<file path="src/rtl/lvds_rx_pkg.sv">
// rtl/lvds_rx_pkg.sv - shared types and constants for the LVDS receive word aligner
package lvds_rx_pkg;

  typedef enum logic [2:0] {
    IDLE,
    CHECK,
    SLIP,
    WAIT,
    ALIGNED
  } align_state_t;

  localparam logic [6:0] DEFAULT_CLK_PATTERN = 7'b1100011;
  localparam int         LANE_COUNT          = 4;
  localparam int         LANE_WIDTH          = 7;

  function automatic logic [2:0] sat_inc3(input logic [2:0] v);
    return (v == 3'd7) ? v : v + 3'd1;
  endfunction

endpackage

</file>
<file path="src/rtl/lvds_rx_sync2.sv">
// rtl/lvds_rx_sync2.sv - two-flop synchronizer for a single asynchronous level
module lvds_rx_sync2 (
  input  logic clk,
  input  logic rst_n,
  input  logic d,
  output logic q
);

  logic meta;

  always_ff @(posedge clk or negedge rst_n) begin
    if (!rst_n) begin
      meta <= 1'b0;
      q    <= 1'b0;
    end else begin
      meta <= d;
      q    <= meta;
    end
  end

endmodule

</file>
<file path="src/rtl/lvds_rx_word_align.sv">
// rtl/lvds_rx_word_align.sv - slips the 7:1 deserializer until the clock lane matches
// the LVDS clock pattern; optional in-lock monitor enabled by LVDS_ALIGN_MONITOR_EN.
module lvds_rx_word_align
  import lvds_rx_pkg::*;
#(
  parameter logic [6:0] CLK_PATTERN = DEFAULT_CLK_PATTERN,
  parameter int         LOCK_WAIT   = 1024,
  parameter int         CHECK_LEN   = 16,
  parameter int         SLIP_WAIT   = 8,
  parameter int         MAX_SLIP    = 7
) (
  input  logic        sclk,
  input  logic        rst_n,
  input  logic        pll_lock,
  input  logic [6:0]  clk_phase,
  input  logic [6:0]  q0,
  input  logic [6:0]  q1,
  input  logic [6:0]  q2,
  input  logic [6:0]  q3,
  output logic        slip,
  output logic        aligned,
  output logic        align_err,
  output logic [2:0]  slip_cnt,
  output logic [27:0] rx_data,
  output logic        rx_valid
);

  localparam int LOCK_W  = $clog2(LOCK_WAIT + 1);
  localparam int CHECK_W = $clog2(CHECK_LEN + 1);
  localparam int WAIT_W  = $clog2(SLIP_WAIT + 1);

  align_state_t       state, next_state;
  logic               lock_s;
  logic               phase_ok;
  logic               give_up;
  logic [LOCK_W-1:0]  lock_cnt;
  logic [CHECK_W-1:0] match_cnt;
  logic [WAIT_W-1:0]  wait_cnt;

  lvds_rx_sync2 u_lock_sync (
    .clk   (sclk),
    .rst_n (rst_n),
    .d     (pll_lock),
    .q     (lock_s)
  );

  assign phase_ok = (clk_phase == CLK_PATTERN);

`ifdef LVDS_ALIGN_MONITOR_EN
  logic [2:0] err_cnt;
  logic       monitor_trip;
  assign monitor_trip = !phase_ok && (err_cnt == 3'd3);
`endif

  always_ff @(posedge sclk or negedge rst_n) begin
    if (!rst_n) state <= IDLE;
    else        state <= next_state;
  end

  // Lock loss overrides every other transition.
  always_comb begin
    next_state = state;
    give_up    = 1'b0;
    if (!lock_s) begin
      next_state = IDLE;
    end else begin
      case (state)
        IDLE:    if (lock_cnt == LOCK_W'(LOCK_WAIT - 1)) next_state = CHECK;
        CHECK: begin
          if (phase_ok) begin
            if (match_cnt == CHECK_W'(CHECK_LEN - 1)) next_state = ALIGNED;
          end else if (slip_cnt == 3'(MAX_SLIP)) begin
            give_up    = 1'b1;
            next_state = WAIT;
          end else begin
            next_state = SLIP;
          end
        end
        SLIP:    next_state = WAIT;
        WAIT:    if (wait_cnt == WAIT_W'(SLIP_WAIT - 1)) next_state = CHECK;
        ALIGNED: begin
`ifdef LVDS_ALIGN_MONITOR_EN
          if (monitor_trip) next_state = CHECK;
`endif
        end
        default: next_state = IDLE;
      endcase
    end
  end

  // Each counter only runs while its state persists, so none can wrap.
  always_ff @(posedge sclk or negedge rst_n) begin
    if (!rst_n) begin
      lock_cnt  <= '0;
      match_cnt <= '0;
      wait_cnt  <= '0;
    end else begin
      lock_cnt  <= (state == IDLE  && next_state == IDLE && lock_s) ? lock_cnt + LOCK_W'(1) : '0;
      match_cnt <= (state == CHECK && next_state == CHECK) ? match_cnt + CHECK_W'(1) : '0;
      wait_cnt  <= (state == WAIT  && next_state == WAIT)  ? wait_cnt + WAIT_W'(1)   : '0;
    end
  end

`ifdef LVDS_ALIGN_MONITOR_EN
  always_ff @(posedge sclk or negedge rst_n) begin
    if (!rst_n)                                        err_cnt <= 3'd0;
    else if (state == ALIGNED && next_state == ALIGNED) err_cnt <= phase_ok ? 3'd0 : err_cnt + 3'd1;
    else                                               err_cnt <= 3'd0;
  end
`endif

  always_ff @(posedge sclk or negedge rst_n) begin
    if (!rst_n) begin
      slip      <= 1'b0;
      aligned   <= 1'b0;
      align_err <= 1'b0;
      slip_cnt  <= 3'd0;
      rx_data   <= 28'd0;
    end else begin
      slip    <= (next_state == SLIP);
      aligned <= (state == ALIGNED) && (next_state == ALIGNED);
      rx_data <= {q3, q2, q1, q0};
      if (give_up) align_err <= 1'b1;
      if (!lock_s || give_up) begin
        slip_cnt <= 3'd0;
      end else if (state == SLIP) begin
        slip_cnt <= sat_inc3(slip_cnt);
`ifdef LVDS_ALIGN_MONITOR_EN
      end else if (state == ALIGNED && next_state == CHECK) begin
        slip_cnt <= 3'd0;
`endif
      end
    end
  end

  assign rx_valid = aligned;

endmodule

</file>
<file path="config.mk">
export PLATFORM = sky130hd
export DESIGN_NAME = lvds_rx_word_align
export DESIGN_NICKNAME = d
export VERILOG_FILES = /design/src/rtl/lvds_rx_pkg.sv /design/src/rtl/lvds_rx_sync2.sv /design/src/rtl/lvds_rx_word_align.sv
export SDC_FILE = /design/constraint.sdc
export NUM_CORES = 1
export LEC_CHECK = 0
export CORE_UTILIZATION = 40
export DETAILED_ROUTE_END_ITERATION = 12
export PLACE_DENSITY = 0.86
export SETUP_SLACK_MARGIN = 0.15
export SYNTH_ARGS = -nofsm -noshare
export SYNTH_HDL_FRONTEND = slang
export SYNTH_SLANG_ARGS = --single-unit
</file>
<file path="constraint.sdc">
create_clock -name sclk -period 1.72 [get_ports sclk]
set_clock_uncertainty 0.1 [all_clocks]
set_input_delay 0.258 -clock sclk [delete_from_list [all_inputs] [get_ports sclk]]
set_output_delay 0.258 -clock sclk [all_outputs]
set_load 0.01 [all_outputs]
</file>
==> results.json <==
{
  "crit_family": "simple AND/OR/NAND/NOR gates",
  "synthXorXnorAreaFrac_pct": 5.37,
  "crit_type": "register to register",
  "required_ns": 1.85,
  "arrival_ns": 1.80,
  "slew_violations": 0,
  "ys_top_cells_by_area": "dfrtp_1 (70%), nor2_1 (4.6%), ha_1 (3.5%)",
  "fin_ws_ns": 0.0520,
  "cts.path.max_buffers": 2,
  "utilization_pct": 67.1,
  "p_per_area_nw_per_um2": 937,
  "worstPathCellList": "ha_2 -> and4_4 -> nand4_1 -> or4_4 -> and3_4",
  "yosysTopAreaCellShare_pct": 69.7,
  "endpoint_kind": "register",
  "synthCells": 160,
  "vias": 1556,
  "antenna_found_initial": 0,
  "drc": 0,
  "avgSynthCellArea_um2": 13.2,
  "drtAntennaViolNets": 0,
  "synth_top_area_cell": "dfrtp_1",
  "p_leak_nw": 1.65,
  "htreeDepth": 3,
  "finalHoldViolCount": 0,
  "ys_types": 39,
  "clk_pin_slew_ns": 0.07,
  "fin_area_um2": 3430,
  "path_buf_inv": 0,
  "clk-insertion-delay-late_ns": 0.33,
  "ir_drop_mv": 0.789,
  "grt-ovfl-total": 0,
  "vias_per_cell": 4.62,
  "cp-start-kind": "register",
  "rsz0062_at_grt": "true",
  "gp_congestion": 0.759,
  "outcome": "complete, no violations",
  "rows": 26,
  "yosys.area_share.simple_pct": 15.9,
  "die_w_um": 74.8,
  "numCtsBuffers": 9,
  "clock.fmax_ghz": 0.600,
  "start_util_pct": 41.5,
  "cap_violations": 0,
  "fin_crit_sh_pct": 97.0,
  "syn_to_final_growth_pct": 61.6,
  "layout-drive-gt1-share_pct": 21.3,
  "dieHeight_um": 74.8,
  "final_common_cell": "dfrtp_1",
  "max-slew-margin-rel_pct": 75.4,
  "placed_cells": 311,
  "yosysSeqAreaShare_pct": 69.7,
  "cts_sinks": 59,
  "synth_edf_count": 0,
  "synth_nets": 204,
  "drt_iter0_drc": 57,
  "placed_area_um2": 3060,
  "routedWlPerCell_um": 14.8,
  "io_pins": 73,
  "grt_pass1_wl_mm": 7.78,
  "cpMaxStageDelayCell": "or4_4",
  "portBuffers": 72,
  "dp_slack_ns": -0.186,
  "period_needed_ns": 1.67,
  "layout.nets": 306,
  "diodes": 0,
  "ys_ff_latch": 59,
  "cts-root-buf": "clkbuf_8",
  "fin_cells": 337,
  "synth_top_flop_cell": "dfrtp_1",
  "firstDrtPassIters": 4,
  "async_reset_ff_share_pct": 100,
  "grt_usage_pct": 19.9,
  "slowest_delay_ns": 0.45,
  "dp_hpwl_mm": 3.27,
  "synth_area_um2": 2120,
  "grt_pass1_vias": 1667,
  "yosysWarnings": 0,
  "core_um2": 5110,
  "dieArea_um2": 5590,
  "cp_max_fo": 2,
  "synth_top_family_by_area": "simple AND/OR/NAND/NOR gates",
  "drt_wl_total_mm": 4.98,
  "synth_compound_area_share_pct": 2.95,
  "setup_viol": 0,
  "totalPowerFinal_mw": 3.21,
  "min_path_type": "input pin to register",
  "layout.cells.most_common_list": "dfrtp_1 (59), clkdlybuf4s50_1 (36), nor2_1 (23), dlygate4sd2_1 (23), buf_4 (19)",
  "synthAdderAreaFrac_pct": 3.54,
  "worst_pin_slew_ns": 0.366,
  "cts_tree": "done",
  "grt_max_degree": 36,
  "synth.mux.area_fraction_pct": 0.945
}
-- worst reg2reg max path: cells and delay by family, from the launching register on --
kind	cells	cell delay [ns]
and+or+nand+nor	4	0.92
adders and majority gates	1	0.19
DFF	1	0.36
-- worst paths after layout --
path,slack (ns),depth (start not counted),end,from
min reg2reg,0.26,0,u_lock_sync.q,u_lock_sync.meta
max in group asynchronous,0.94,3,match_cnt[1],rst_n
max reg2reg,0.05,5,slip,lock_cnt[1]
max,0.05,5,slip,lock_cnt[1]
min in group asynchronous,0.37,3,rx_data[19],rst_n
min,0.26,1,rx_data[19],q2[5]
-- state kept, by name, indices dropped and copies added, names as in the netlist, 3 cells and up --
register	flops
rx_data	28
wait_cnt	4
match_cnt	5
state	3
slip_cnt	3
lock_cnt	11
-- cell usage after synthesis, types with 2 or more instances --
master / count
and3_1: 4
ha_1: 6
xor2_1: 5
nand2_1: 10
xnor2_1: 8
nor2_1: 26
nand3_1: 5
mux2i_1: 2
inv_1: 5
dfrtp_1: 59
nand3b_1: 2
-- per-stage QoR --
step           hold WS [ns]  setup TNS [ns]
2_1_floorplan        -0.138               0
3_3_place_gp          0.149          -0.849
3_5_place_dp          0.158          -0.997
4_1_cts               0.244               0
5_1_grt               0.245         -0.0130
6_report              0.256               0
-- logic make-up (layout without fill, tap and decap cells) --
group / after synthesis / count (layout)
simple gates: 63 / 63
buf+inv: 8 / 115
flops: 59 / 59
compound gates: 9 / 9
xor+xnor: 13 / 13
fa+ha+maj: 6 / 6
mux: 2 / 2
-- final cells by class --
cell class	count	area, um2
fillers	343	1680
multi-input cells	93	692
flip-flops and latches	59	1480
inverters	5	18.8
clock inverters	5	100
clock buffers	11	141
repair buffers	94	910
well taps	70	87.6
-- power breakdown --
part	total [mW]	switching, mW	internal [mW]
logic	0.241	0.0949	0.146
registers	1.44	0.0146	1.43
clock network	1.53	0.530	0.997
total	3.21	0.639	2.57
-- layer usage --
| metal | global-route usage [%] | share of wire (%) | vias up |
|---|---|---|---|
| met2 | 33.1 | 52 | 61 |
| li1 | - | - | 740 |
| met3 | 10.6 | 7.8 | 8 |
| met5 | 0 | 0 | - |
| met1 | 21.0 | 39 | 747 |
| met4 | 8.60 | 1.5 | 0 |
-- repair_timing --
item / CTS / global route
pin swaps: 11 / 0
endpoints found under the hold margin: 59 / 0
endpoints found under the setup margin: 37 / 34
hold buffers: 1 / 0
setup buffers: 8 / 1
gates resized for setup: 31 / 15
Power figures use the tool's default switching activity.
